--- src/rtl/mem_ctrl_pkg.sv ---
// Shared configuration for the memory controller: rob tag width, access-size
// encodings, the I/O address region and small decode helpers.
package mem_ctrl_pkg;

  localparam int ROB_SIZE_WIDTH = 4;

  localparam logic [1:0] SIZE_BYTE = 2'd0;
  localparam logic [1:0] SIZE_HALF = 2'd1;
  localparam logic [1:0] SIZE_WORD = 2'd2;

  // Stores whose address bits [17:16] match this go to the I/O sink.
  localparam logic [1:0] IO_REGION = 2'b11;

  typedef enum logic [1:0] {
    IDLE,
    FETCH,
    LOAD,
    STORE
  } state_t;

  function automatic logic [2:0] size_bytes(input logic [1:0] size);
    case (size)
      SIZE_BYTE: size_bytes = 3'd1;
      SIZE_HALF: size_bytes = 3'd2;
      SIZE_WORD: size_bytes = 3'd4;
      default:   size_bytes = 3'd4;
    endcase
  endfunction

  function automatic logic [31:0] extend(input logic [31:0] raw, input logic [1:0] size,
                                         input logic sext);
    case (size)
      SIZE_BYTE: extend = {{24{sext & raw[7]}}, raw[7:0]};
      SIZE_HALF: extend = {{16{sext & raw[15]}}, raw[15:0]};
      default:   extend = raw;
    endcase
  endfunction

endpackage

--- src/rtl/mem_ctrl.sv ---
// Byte-wide RAM controller serving instruction fetches and LSB loads/stores,
// with round-robin arbitration, flush abort and I/O back-pressure on stores.
module mem_ctrl #(
  parameter int ROB_SIZE_WIDTH = mem_ctrl_pkg::ROB_SIZE_WIDTH
) (
  input  logic                      clk,
  input  logic                      rst_n,
  input  logic                      rdy,
  input  logic                      rob_clear,
  input  logic                      if_req,
  input  logic [31:0]               if_addr,
  output logic                      if_done,
  output logic [31:0]               if_data,
  input  logic                      lsb_req,
  input  logic                      lsb_we,
  input  logic [31:0]               lsb_addr,
  input  logic [1:0]                lsb_size,
  input  logic                      lsb_sext,
  input  logic [31:0]               lsb_wdata,
  input  logic [ROB_SIZE_WIDTH-1:0] lsb_rob_id,
  output logic                      lsb_done,
  output logic [31:0]               lsb_rdata,
  output logic [ROB_SIZE_WIDTH-1:0] lsb_done_rob_id,
  input  logic [7:0]                mem_din,
  output logic [7:0]                mem_dout,
  output logic [31:0]               mem_a,
  output logic                      mem_wr,
  input  logic                      io_buffer_full
);
  import mem_ctrl_pkg::*;

  state_t                    state;
  logic [31:0]               addr;
  logic [1:0]                size;
  logic                      sext;
  logic [31:0]               wdata;
  logic [ROB_SIZE_WIDTH-1:0] rob_id;
  logic [2:0]                nbytes;
  logic [2:0]                cnt;
  logic [2:0]                next_idx;
  logic [31:0]               buf_data;
  logic [31:0]               read_word;
  logic [7:0]                store_byte;
  logic                      last_lsb;
  logic                      wr_en;
  logic                      io_hold;
  logic                      grant_lsb;
  logic                      accept;

  assign next_idx  = cnt + 3'd1;
  assign io_hold   = (mem_a[17:16] == IO_REGION) && io_buffer_full;
  assign mem_wr    = wr_en && !io_hold;
  assign grant_lsb = lsb_req && (!if_req || !last_lsb);
  assign accept    = (state == IDLE) && !rob_clear && !if_done && !lsb_done && (if_req || lsb_req);

  // cnt counts addresses issued; the byte landing on mem_din now belongs to cnt-1.
  always_comb begin
    read_word = buf_data;
    case (cnt)
      3'd1:    read_word[7:0]   = mem_din;
      3'd2:    read_word[15:8]  = mem_din;
      3'd3:    read_word[23:16] = mem_din;
      default: read_word[31:24] = mem_din;
    endcase
  end

  always_comb begin
    case (next_idx)
      3'd0:    store_byte = wdata[7:0];
      3'd1:    store_byte = wdata[15:8];
      3'd2:    store_byte = wdata[23:16];
      default: store_byte = wdata[31:24];
    endcase
  end

  always_ff @(posedge clk or negedge rst_n) begin
    if (!rst_n) begin
      state           <= IDLE;
      addr            <= '0;
      size            <= '0;
      sext            <= 1'b0;
      wdata           <= '0;
      rob_id          <= '0;
      nbytes          <= '0;
      cnt             <= '0;
      buf_data        <= '0;
      last_lsb        <= 1'b0;
      wr_en           <= 1'b0;
      if_done         <= 1'b0;
      if_data         <= '0;
      lsb_done        <= 1'b0;
      lsb_rdata       <= '0;
      lsb_done_rob_id <= '0;
      mem_dout        <= '0;
      mem_a           <= '0;
    end else if (rdy) begin
      if_done  <= 1'b0;
      lsb_done <= 1'b0;
      case (state)
        IDLE: begin
          if (accept) begin
            cnt      <= '0;
            buf_data <= '0;
            if (grant_lsb) begin
              last_lsb <= 1'b1;
              addr     <= lsb_addr;
              mem_a    <= lsb_addr;
              size     <= lsb_size;
              sext     <= lsb_sext;
              wdata    <= lsb_wdata;
              rob_id   <= lsb_rob_id;
              nbytes   <= size_bytes(lsb_size);
              if (lsb_we) begin
                state    <= STORE;
                wr_en    <= 1'b1;
                mem_dout <= lsb_wdata[7:0];
              end else begin
                state <= LOAD;
              end
            end else begin
              last_lsb <= 1'b0;
              addr     <= if_addr;
              mem_a    <= if_addr;
              nbytes   <= 3'd4;
              state    <= FETCH;
            end
          end
        end
        FETCH, LOAD: begin
          if (rob_clear) begin
            state <= IDLE;
          end else begin
            if (cnt != 3'd0) buf_data <= read_word;
            if (cnt == nbytes) begin
              state <= IDLE;
              if (state == FETCH) begin
                if_done <= 1'b1;
                if_data <= read_word;
              end else begin
                lsb_done        <= 1'b1;
                lsb_rdata       <= extend(read_word, size, sext);
                lsb_done_rob_id <= rob_id;
              end
            end else begin
              cnt <= next_idx;
              if (next_idx < nbytes) mem_a <= addr + {29'b0, next_idx};
            end
          end
        end
        STORE: begin
          // A flush cannot cancel a store; only I/O back-pressure stalls it.
          if (!io_hold) begin
            if (cnt == nbytes - 3'd1) begin
              wr_en           <= 1'b0;
              state           <= IDLE;
              lsb_done        <= 1'b1;
              lsb_done_rob_id <= rob_id;
            end else begin
              cnt      <= next_idx;
              mem_a    <= addr + {29'b0, next_idx};
              mem_dout <= store_byte;
            end
          end
        end
        default: state <= IDLE;
      endcase
    end
  end

endmodule
--- config.mk ---
export PLATFORM = sky130hd
export DESIGN_NAME = mem_ctrl
export DESIGN_NICKNAME = d
export VERILOG_FILES = /design/src/rtl/mem_ctrl_pkg.sv /design/src/rtl/mem_ctrl.sv
export SDC_FILE = /design/constraint.sdc
export NUM_CORES = 1
export LEC_CHECK = 0
export ABC_AREA = 0
export BUFFER_PORTS_ARGS = -buffer_cell sky130_fd_sc_hd__buf_2
export CORE_MARGIN = 2
export CORE_UTILIZATION = 55
export CTS_CLUSTER_SIZE = 24
export DETAILED_ROUTE_END_ITERATION = 10
export PLACE_DENSITY = 0.78
export RECOVER_POWER = 50
export SYNTH_ARGS = -nofsm -noshare
export SYNTH_HDL_FRONTEND = slang
export SYNTH_SLANG_ARGS = --single-unit
--- constraint.sdc ---
create_clock -name clk -period 3.6 [get_ports clk]
set_input_delay 0 -clock clk [delete_from_list [all_inputs] [get_ports clk]]
set_output_delay 0 -clock clk [all_outputs]
set_load 0.05 [all_outputs]
Yosys cells after proc, flatten, opt, wreduce, memory -nomap -nowiden
Index checks and enable logic that the tools add are counted.
{"block": "totals", "mem_bits_rw": 0, "memories": 0, "reg_bits": 223, "rom_bits": 0, "input_bits": 119, "output_inout_bits": 111, "latchBits": 0}
{"block": "classes", "n_shift": 0, "div_mod_pow": 0, "n_bitwise": 4, "n_lt_le_gt_ge": 1, "eq_ne": 26, "muxes": 63, "n_addsub": 3, "n_mul": 0, "reduce_logical": 36}
{"cell": "32-bit 2-to-1 mux", "n": 10}
{"cell": "32-bit case mux with 2 select lines", "n": 2}
{"cell": "32-bit case mux with 3 select lines", "n": 1}
{"cell": "8-bit 2-to-1 mux", "n": 9}
{"cell": "32-bit by 3-bit adder with 32-bit output", "n": 1}
{"cell": "7-bit AND reduction", "n": 4}
{"cell": "2-bit inequality test, second input constant", "n": 12}
{"cell": "8-bit case mux with 3 select lines", "n": 1}
{"cell": "4-bit 2-to-1 mux", "n": 5}
{"cell": "5-bit AND reduction", "n": 4}
{"cell": "3-bit 2-to-1 mux", "n": 6}
{"cell": "1-bit 2-to-1 mux", "n": 16}
{"cell": "8-bit case mux with 2 select lines", "n": 1}
{"cell": "2-bit 2-to-1 mux", "n": 6}
{"cell": "3-bit by 2-bit == test with 1-bit output, second input constant", "n": 3}
{"cell": "3-bit case mux with 3 select lines", "n": 1}
{"cell": "4-bit case mux with 2 select lines", "n": 1}
{"cell": "1-bit logical AND", "n": 7}
{"cell": "2-bit by 1-bit == test with 1-bit output, second input constant", "n": 3}
{"cell": "2-bit == test, second input constant", "n": 3}
{"cell": "3-bit by 1-bit == test with 1-bit output, second input constant", "n": 2}
{"cell": "3-bit == test", "n": 2}
{"cell": "1-bit zero test", "n": 6}
{"cell": "2-bit zero test", "n": 3}
{"cell": "other kinds (18)", "n": 24}

Logic depth before layout (Yosys ltp)
Gate-level depths: netlist of the first run.
{"block": "logic_depth", "depth_word": 7, "mapped_depth": 12, "depth_no_buf": 9}

Worst setup path before layout of the first run
No wires, ideal clock.
{"block": "synth_path", "path_kind": "register to register", "startpoint": "reg cnt[1]", "endpoint": "reg mem_a[25]", "required_ps": 3522, "setup_time_ps": 78, "path_stages_with_launch": 13, "setup_slack_ps": 640, "n_path_buf": 3, "arrival_time_ps": 2883, "cell_sequence": "dfrtp_1 ha_1 ha_1 clkbuf_1 inv_1 ha_1 clkbuf_1 o211ai_1 or2_2 clkbuf_1 nor4_1 mux2_2 o2bb2ai_1"}
{"block": "synth_between", "elab_chain_len": 6, "word_cells_on_any_way": 15, "cone_classes": "add/sub: 2; order compare: 1; eq/ne: 5; mux: 6; reduce/logical: 1"}
{"element": "from (decl)", "line": "mem_ctrl.sv:39", "source": "logic [2:0] cnt;"}
{"element": "from (signal assigned)", "line": "mem_ctrl.sv:145", "source": "cnt <= next_idx;"}
{"element": "from (signal assigned)", "line": "mem_ctrl.sv:159", "source": "cnt <= next_idx;"}
{"element": "3-bit by 1-bit adder with 3-bit output", "line": "mem_ctrl.sv:50", "source": "assign next_idx = cnt + 3'd1;"}
{"element": "32-bit by 3-bit adder with 32-bit output", "line": "mem_ctrl.sv:146, mem_ctrl.sv:160"}
{"element": "32-bit 2-to-1 mux", "line": "mem_ctrl.sv:146", "source": "if (next_idx < nbytes) mem_a <= addr + {29'b0, next_idx};"}
{"element": "32-bit 2-to-1 mux", "line": "mem_ctrl.sv:134", "source": "if (cnt == nbytes) begin"}
{"element": "32-bit 2-to-1 mux", "line": "mem_ctrl.sv:130", "source": "if (rob_clear) begin"}
{"element": "32-bit case mux with 3 select lines", "line": "mem_ctrl.sv:99", "source": "case (state)"}
{"element": "to (signal assigned)", "line": "mem_ctrl.sv:107", "source": "mem_a <= lsb_addr;"}
{"element": "to (signal assigned)", "line": "mem_ctrl.sv:146"}
{"element": "to (signal assigned)", "line": "mem_ctrl.sv:160", "source": "mem_a <= addr + {29'b0, next_idx};"}
{"element": "to (decl)", "line": "mem_ctrl.sv:26", "source": "output logic [31:0] mem_a,"}
Several ways; a longest one is shown, not always the timed one. The select of a mux whose other input is x is not followed.
A chain may end at the register's enable or synchronous reset.

Worst setup path in the final report of the first run
{"block": "layout_path", "startpoint": "reg cnt[1]", "endpoint": "reg mem_a[27]"}
The elaborated chain is that of the path after synthesis.

==> flow_summary.toml, run 1 <==
[floorplan]
die-area_mm2 = 0.02119
die_x_um = 145.6
core_mm2 = 0.01959
io_pins = 230
die_h_um = 145.6
num_rows = 51
start_util_pct = 56.28

[setup_path]
critical_path.slowest_cell = "dfrtp_1"
path_common_cell = "ha_1"
crit_path_max_fanout = 10
cp_num_buf_inv = 1
endpoint_kind = "flop"
critical_path.top_delay_family = "adder cells"
arrival_ns = 3.47
worstPathCellList = "ha_1 > ha_1 > inv_1 > ha_1 > o211ai_1 > or2_2 > nor4_1 > mux2_2 > o2bb2ai_1"
criticalPathCategory = "reg2reg"
cpPeakStageDelay_ns = 0.45
rr_worst_depth = 9
setup.worst_path.start_class = "flop"
cp.required_ns = 4.04
worst-path-stages = 9

[pwr]
peakVddDrop_uv = 658.0
leakage_nw = 6.631
p_per_area_mw_per_mm2 = 988.1

[finish]
drive_gt1_share_pct = 24.71
nNetsFinal = 1515
fillCellCount = 1403
area_growth_pct = 30.52
seq_area_mm2 = 0.005580
multi_input_area_mm2 = 0.005129
postLayoutCellArea_mm2 = 0.01439
antenna_cells = 0

[yosys]
synth_area_leaders = "dfrtp_1 51%, mux2_2 10%, mux2i_1 5.3%, a21oi_1 3.6%, nand2_1 3.3%"
ys_dominant_reg_cell = "dfrtp_1"
synth-edff-count = 0
synth.largest_area_cell = "dfrtp_1"
seq_area_frac_synth_pct = 50.62
postSynth.asyncResetShare_pct = 100.0
synth.cell_area_mm2 = 0.01102
syn-num-nets = 1185
yosysWarnings = 0
ys_ff_latch = 223
yosysTopAreaCellShare_pct = 50.62
avgSynthCellArea_um2 = 10.52
syn_inst = 1048
synth.distinct_cells = 61

[place]
postPlaceCellArea_mm2 = 0.01247
portBuffers = 229
routabilityCongestion = 0.8735
dp_hpwl_um = 19580

[grt]
grt_max_degree = 79
antenna_found_initial = 1
overflow = 0
grt_pass1_vias = 9803
grt_pass1_wl_um = 50400
track_usage_pct = 28.98

[status]
status = "finished, violations left"
violations = "capacitance limit, slew limit"

[route]
vias_per_cell = 5.833
drc_errors = 0
drt_first_pass_iters = 6
drt-initial-drc-count = 609
antenna_left = 0
routed_wl_um = 31020
via_count = 9689
wl_per_cell_um = 18.68

[clocking]
cts_buffers = 24
cts.path.max_buffers = 3
h-tree-depth = 1
cts_tree = "built"
cts_resized = 0
clk_latency_ns = 0.52
clockRootBuffer = "clkbuf_16"
cts.clk_slew.worst_paths_ns = 0.06
cts_num_sinks = 223

[sta]
fin_crit_ns = 3.030
drv_slew = 79
hold_viol = 0
setup_tns_ns = 0
worst_slew_pin_slew_ns = 2.013
max_freq_ghz = 0.3300
period_share_pct = 84.17
fin_skew_ns = 0.01020
slew_headroom_pct = -34.19
rsz0062_at_grt = "no"
setup_viol = 0

[job]
drv_cap = 1

[min_path]
min_path_cells = 4
min_path_type = "in2reg"
==> worst paths after layout <==
| kind | start | endpoint | slack, ns |
|---|---|---|---|
| worst max register to register | cnt[1]$_DFFE_PN0P_ | mem_a[27]$_DFFE_PN0P_ | 0.57 |
| worst min register to register | buf_data[14]$_DFFE_PN0P_ | buf_data[14]$_DFFE_PN0P_ | 0.47 |
| min in group asynchronous | rst_n | lsb_rdata[24]$_DFFE_PN0P_ | 0.56 |
| max in group asynchronous | rst_n | lsb_rdata[22]$_DFFE_PN0P_ | 1.17 |
| worst max-delay path | cnt[1]$_DFFE_PN0P_ | mem_a[27]$_DFFE_PN0P_ | 0.57 |
| worst min-delay path | lsb_addr[0] | mem_a[0]$_DFFE_PN0P_ | 0.02 |
==> report_power, final <==
part	total [mW]	switching, mW	internal (mW)
combinational	7.19	4.80	2.39
sequential	4.40	0.825	3.58
clock	2.62	1.02	1.60
==> what timing repair did <==
item,CTS,global route
buffers inserted,0,0
setup endpoints to repair,0,0
hold buffers,118,0
endpoints found under the hold margin,222,0
==> area by class of cell <==
class,instances,area share [%]
well taps,265,2.304
clock inverters,10,0.8870
clock buffers,34,5.000
inverters,24,0.6261
repair buffers,371,16.76
flip-flops and latches,223,38.78
multi-input cells,734,35.64
==> sequential cells by signal, summed over array words and instances, names as in the netlist, 2 cells and up <==
signal / count
addr: 32
lsb_done_rob_id: 4
if_data: 32
state: 2
mem_a: 32
rob_id: 4
size: 2
wdata: 32
buf_data: 32
nbytes: 3
cnt: 3
lsb_rdata: 32
mem_dout: 8
==> synthesized netlist by cell type (4+ instances only) <==
library cell and instances:
and3_1 5, mux2i_1 58, nor2_1 81, o31ai_1 26, a21oi_1 80, nand4_1 10, o2bb2ai_1 8, nor4_1 11
a221oi_1 8, nand2_1 97, a31oi_1 9, a22o_1 9, and4_1 4, mux2_2 100, clkbuf_1 54, o211ai_1 5
o31a_1 6, o21a_1 6, xnor2_1 7, inv_1 23, ha_1 17, o21ai_0 72, a21o_1 11, a32o_1 7
nor3_1 12, xor2_1 6, dfrtp_1 223, buf_2 10, nand3_1 25, nor2b_1 8, a31o_2 4
==> through the flow <==
stage | power (mW) | utilization [%] | cells | hold WS [ns] | worst slack, ns
2_1_floorplan | 9.479 | - | 1048 | -0.2956 | 0.6395
3_3_place_gp | 11.15 | 63.64 | 1499 | 0.02082 | 0.8044
3_5_place_dp | 11.35 | 63.64 | 1499 | 0.01759 | 0.6691
4_1_cts | 14.14 | 73.99 | 1661 | 0.007447 | 0.6859
5_1_grt | 15.03 | 73.45 | 1661 | 0.04344 | 0.3905
6_report | 14.22 | 73.45 | 1661 | 0.01863 | 0.5697
==> worst register-to-register path, delay by kind of cell, from the launching register on <==
kind	cells	cell delay [ns]
multiplexers	1	0.38
AO/OA/AOI/OAI	2	0.39
adder cells (fa/ha/maj)	3	0.91
buffers and inverters	1	0.11
AND/OR/NAND/NOR	2	0.72
flip-flops	1	0.45
==> per-layer routing <==
layer	global-route usage, %	vias to the layer above	share of wire (%)
li1	-	4464	-
met5	0	-	0.035
met1	37.25	4675	40
met3	4.263	94	6.8
met4	11.27	2	3.5
met2	49.86	454	49
==> logic make-up (layout without fill, tap and decap cells) <==
family / Yosys count / in the layout / synth area share (%)
adder cells (fa/ha/maj): 18 / 18 / 2.111
XOR/XNOR: 14 / 14 / 1.237
AND/OR/NAND/NOR: 274 / 274 / 11.76
flip-flops: 223 / 223 / 50.62
buffers and inverters: 91 / 439 / 3.280
multiplexers: 160 / 160 / 15.68
AO/OA/AOI/OAI: 268 / 268 / 15.31
==> layout by cell type (no fill, tap or decap), types with 6 or more instances in the layout <==
master	instances
nand4_1	10
buf_4	20
o21ai_0	71
a32o_1	7
clkbuf_16	25
dlygate4sd3_1	118
clkbuf_8	6
nand2_1	97
o31a_1	6
xor2_1	6
a21oi_1	80
a21o_1	11
a22o_1	9
dfrtp_1	223
nand3_1	25
nor3_1	12
o2bb2ai_1	8
mux2i_1	58
buf_2	159
nor2b_1	8
a31oi_1	9
clkbuf_1	72
nor2_1	80
o31ai_1	26
mux2_2	100
ha_1	16
clkinv_2	6
nor4_1	10
inv_1	23
a221oi_1	8
xnor2_1	7
o21a_1	6
Power figures use the tool's default switching activity.
==> run 2, diff against run 1 <==
- CORE_UTILIZATION: 55 -> 50
- PLACE_DENSITY: 0.78 -> 0.75
- clock period: 3.6 -> 2.6 ns (I/O delays scaled with it)
==> flow_summary.toml, run 2 (synthesized netlist as in run 1, its figures left out) <==
[status]
status = "finished, final reports clean"

[finish]
fin_cells = 1713
fillCellCount = 1568
area_growth_pct = 35.64
nNetsFinal = 1554
mostFrequentLayoutCells = "223 x dfrtp_1, 177 x buf_2, 120 x dlygate4sd3_1, 100 x mux2_2, 97 x nand2_1"
drive_gt1_share_pct = 29.17
utilization_pct = 68.73
antenna_cells = 0
final_common_cell = "dfrtp_1"
postLayoutCellArea_mm2 = 0.01495

[route]
antenna_left = 0
drt_first_pass_iters = 5
drt-initial-drc-count = 567
vias_per_cell = 5.737
drc_errors = 0
routed_wl_um = 31810
wl_per_cell_um = 18.57
via_count = 9827

[setup_path]
rr_worst_depth = 9
regToRegStartpoint = "cnt[0]$_DFFE_PN0P_"
criticalPathCategory = "reg2reg"
arrival_ns = 2.98
endpoint_kind = "flop"
ff2ff_setup_slack_ns = 0.05
crit_path_end = "mem_a[25]$_DFFE_PN0P_"
crit_path_max_fanout = 5
setup.worst_path.start_class = "flop"
r2r-end = "mem_a[25]$_DFFE_PN0P_"
cp.required_ns = 3.03
startpoint = "cnt[0]$_DFFE_PN0P_"

[grt]
antenna_found_initial = 1
grt_pass1_wl_um = 51240
track_usage_pct = 26.81
overflow = 0
gr-usage-met1_pct = 34.55
grt_util_met3_pct = 3.868
grt_pass1_vias = 9851
gr-usage-met2_pct = 46.14
gr-max-usage-layer = "met2"
grt_max_degree = 101

[place]
place_inst = 1549
postPlaceCellArea_mm2 = 0.01290
routabilityCongestion = 0.9350
portBuffers = 229
dp_hpwl_um = 20030

[clocking]
cts_tree = "built"
h-tree-depth = 1
cts_buffers = 24
cts.clk_slew.worst_paths_ns = 0.06
cts.path.max_buffers = 3
clockRootBuffer = "clkbuf_16"
cts_num_sinks = 223
clk_latency_ns = 0.51

[sta]
drv_slew = 0
fin_crit_ns = 2.545
slew_headroom_pct = 5.951
max_freq_ghz = 0.3929
fin_skew_ns = 0.01112
rsz0062_at_grt = "yes"
period_share_pct = 97.90
worst_slew_pin_slew_ns = 1.411
worst_hold_slack_ns = 0.02136
hold_viol = 0
setup_viol = 0

[min_path]
min_from = "lsb_addr[7]"
min_path_type = "in2reg"

[pwr]
leakage_nw = 6.932
peakVddDrop_uv = 949.7
power_mw = 20.56
p_per_area_mw_per_mm2 = 1375

[floorplan]
num_rows = 54
start_util_pct = 50.67
die_h_um = 152.5
die-area_mm2 = 0.02325
die_x_um = 152.5
core_mm2 = 0.02176
io_pins = 230

[job]
drv_cap = 0
-- run 2: cell types whose count changed in the layout (fill, tap and decap cells not counted), moves of 2 or more --
cell / change
buf_12: +7
buf_2: +18
buf_4: +30
clkbuf_1: -20
clkbuf_2: -4
clkbuf_4: +2
dlygate4sd3_1: +2
ha_1: -3
ha_4: +2
nor2b_1: -2
nor4_1: -5
nor4_2: +5
o21ai_0: -2
-- run 2: per-layer routing --
layer	part of all wire (%)	wire (um)
met5	0.041	13
met4	4.2	1335
met2	49	15620
met1	40	12750
met3	6.6	2087
-- run 2: repair_timing --
action	in CTS	in global routing
pin swaps	0	6
setup buffers	0	1
hold buffers	120	0
resized for setup	1	14
cloned	0	1
setup endpoints to repair	8	38
hold endpoints to repair	233	0
-- run 2: how the worst min path moves through the flow --
stage               depth (start not counted)  slack, ns                      end
global placement                            1        0.1  if_data[30]$_DFFE_PN0P_
finish                                      4       0.02     mem_a[7]$_DFFE_PN0P_
global route                                5       0.08    mem_a[15]$_DFFE_PN0P_
detailed placement                          1       0.10  if_data[30]$_DFFE_PN0P_
floorplan                                   0      -0.30      addr[0]$_DFFE_PN0P_
CTS                                         4      0.003     mem_a[7]$_DFFE_PN0P_
-- run 2: critical path: stages, from the launching register on --
cell       delay [ns]
dfrtp_1          0.40
ha_2             0.22
ha_4             0.28
inv_4            0.05
ha_4             0.27
o211ai_1         0.15
or2_4            0.33
nor4_2           0.28
mux2_2           0.36
o2bb2ai_1        0.13
-- run 2: through the flow --
stage | setup slack (ns) | setup TNS, ns
after floorplan | -0.09694 | -0.1347
after global placement | 0.07165 | 0
after detailed placement | 0.005295 | 0
after CTS | 0.02833 | 0
after global routing | -0.04928 | -0.1558
final | 0.05451 | 0
-- run 2: power breakdown --
part | switching (mW) | internal [mW] | leakage, nW
registers | 1.10 | 4.96 | 2.79
clock network | 1.39 | 2.33 | 0.435
logic | 6.88 | 3.90 | 3.71
total | 9.37 | 11.2 | 6.93
-- run 2: layout make-up --
| class | count | area [um2] | area share (%) |
|---|---|---|---|
| multi-input combinational | 735 | 5238 | 35.03 |
| inverter | 24 | 92.59 | 0.6192 |
| tap | 280 | 350.3 | 2.343 |
| clock buffer | 32 | 721.9 | 4.828 |
| timing repair buffer | 409 | 2818 | 18.84 |
| sequential | 223 | 5580 | 37.32 |
| clock inverter | 10 | 152.6 | 1.021 |
==> run 3, diff against run 2 <==
- PLACE_DENSITY: 0.75 -> 0.77
==> flow_summary.toml, run 3 (synthesized netlist as in run 1, its figures left out) <==
[finish]
nNetsFinal = 1553
fin_cells = 1715
utilization_pct = 68.46
area_growth_pct = 35.10
final_common_cell = "dfrtp_1"
mostFrequentLayoutCells = "223 x dfrtp_1, 175 x buf_2, 116 x dlygate4sd3_1, 99 x mux2_2, 97 x nand2_1"
drive_gt1_share_pct = 29.23

[route]
wl_per_cell_um = 19.21
drt_first_pass_iters = 5
antenna_left = 0
via_count = 9865
routed_wl_um = 32940
drt-initial-drc-count = 801
vias_per_cell = 5.752
drc_errors = 0

[floorplan]
io_pins = 230
die_h_um = 152.5
num_rows = 54
start_util_pct = 50.67
die-area_mm2 = 0.02325
core_mm2 = 0.02176
die_x_um = 152.5

[sta]
worst_hold_slack_ns = 0.02643
slew_headroom_pct = -32.23
setup_viol = 0
setup_ws_ns = 0.07689
fin_crit_ns = 2.523
worst_slew_pin_slew_ns = 1.983
drv_slew = 77
hold_viol = 0
fin_skew_ns = 0.01576
period_share_pct = 97.04
rsz0062_at_grt = "yes"
max_freq_ghz = 0.3963
setup_tns_ns = 0

[pwr]
power_frac_clock_pct = 16.2
power_frac_seq_pct = 30.0
swShare_pct = 46.85
comb_power_share_pct = 53.8
leakage_nw = 6.871
p_per_area_mw_per_mm2 = 1370
peakVddDrop_uv = 850.3
p_switching_mw = 9.560
p_int_mw = 10.85

[place]
place_inst = 1546
routabilityCongestion = 0.9565
portBuffers = 229
dp_slack_ns = 0.01335
dp_hpwl_um = 20430

[clocking]
h-tree-depth = 1
cts_num_sinks = 223
cts_tree = "built"
cts_buffers = 24
clk_latency_ns = 0.52
cts.path.max_buffers = 3
clockRootBuffer = "clkbuf_16"
cts.clk_slew.worst_paths_ns = 0.06

[grt]
overflow = 0
grt_max_degree = 78
grt_pass1_wl_um = 52410
track_usage_pct = 27.44
grt_pass1_vias = 9867
antenna_found_initial = 5

[min_path]
min_path_type = "in2reg"
min_path_cells = 5

[setup_path]
worst-path-stages = 7
critical_path.slowest_cell = "or4b_4"
path_common_cell = "buf_4"
crit_path_max_fanout = 8
arrival_ns = 2.96
criticalPathCategory = "reg2reg"
cpPeakStageDelay_ns = 0.62
setup.worst_path.start_class = "flop"
critical_path.top_delay_family = "simple AND/OR/NAND/NOR gates"
endpoint_kind = "flop"
worstPathCellList = "buf_4 > buf_4 > xor2_1 > nor4_4 > or4b_4 > or4_1 > o211ai_1"
rr_worst_depth = 7
cp_num_buf_inv = 2
cp.required_ns = 3.04

[status]
violations = "capacitance limit, slew limit"
status = "finished, violations left"

[job]
drv_cap = 1
==> run 3: per-stage QoR <==
step / area, um2 / power, mW
2_1_floorplan: 11100 / 13.25
3_3_place_gp: 12850 / 16.01
3_5_place_dp: 12850 / 16.29
4_1_cts: 14760 / 19.86
5_1_grt: 14890 / 21.53
6_report: 14890 / 20.41
==> run 3: final timing paths <==
check                                   startpoint                        end  slack [ns]
setup reg to reg                cnt[1]$_DFFE_PN0P_      mem_a[26]$_DFFE_PN0P_        0.08
setup / recovery                cnt[1]$_DFFE_PN0P_      mem_a[26]$_DFFE_PN0P_        0.08
min in group asynchronous                    rst_n  lsb_rdata[25]$_DFFE_PN0P_        0.58
hold / removal                        lsb_addr[15]      mem_a[15]$_DFFE_PN0P_        0.03
max in group asynchronous                    rst_n      wdata[25]$_DFFE_PN0P_        0.49
hold reg to reg            buf_data[8]$_DFFE_PN0P_    buf_data[8]$_DFFE_PN0P_        0.48
==> run 3: what timing repair did <==
item,in CTS,in global routing
setup endpoints to repair,0,48
endpoints found under the hold margin,326,0
hold buffers,116,0
setup buffers,0,6
resized for setup,0,30
==> run 3: power by group through the flow <==
| stage | clock (mW) | sequential [mW] | combinational, mW |
|---|---|---|---|
| final | 3.32 | 6.12 | 11.0 |
| after CTS | 3.35 | 6.03 | 10.5 |
| after floorplan | 0 | 8.10 | 5.15 |
| after global placement | 0 | 6.02 | 9.98 |
| after global routing | 3.51 | 6.29 | 11.7 |
| after detailed placement | 0 | 6.07 | 10.2 |
==> run 3: tightest hold or removal path, delay by kind of cell <==
kind | cells | cell delay (ns)
muxes | 2 | 0.23
buffers and inverters | 1 | 0.08
AOI/OAI and AO/OA | 1 | 0.14
and+or+nand+nor | 1 | 0.07
==> run 3: cell type report <==
type	instances	area, um2
clock buffer	35	693.2
sequential	223	5580
antenna	5	12.51
fill	1595	6862
timing repair buffer	407	2796
inverter	24	92.59
clock inverter	5	50.05
multi-input combinational	736	5319
tap	280	350.3
==> run 3: metal layers <==
metal | part of all wire, % | GRT usage, %
met5 | 0 | 0
met4 | 4.1 | 10.19
met3 | 7.2 | 4.863
met2 | 49 | 47.00
met1 | 39 | 35.05
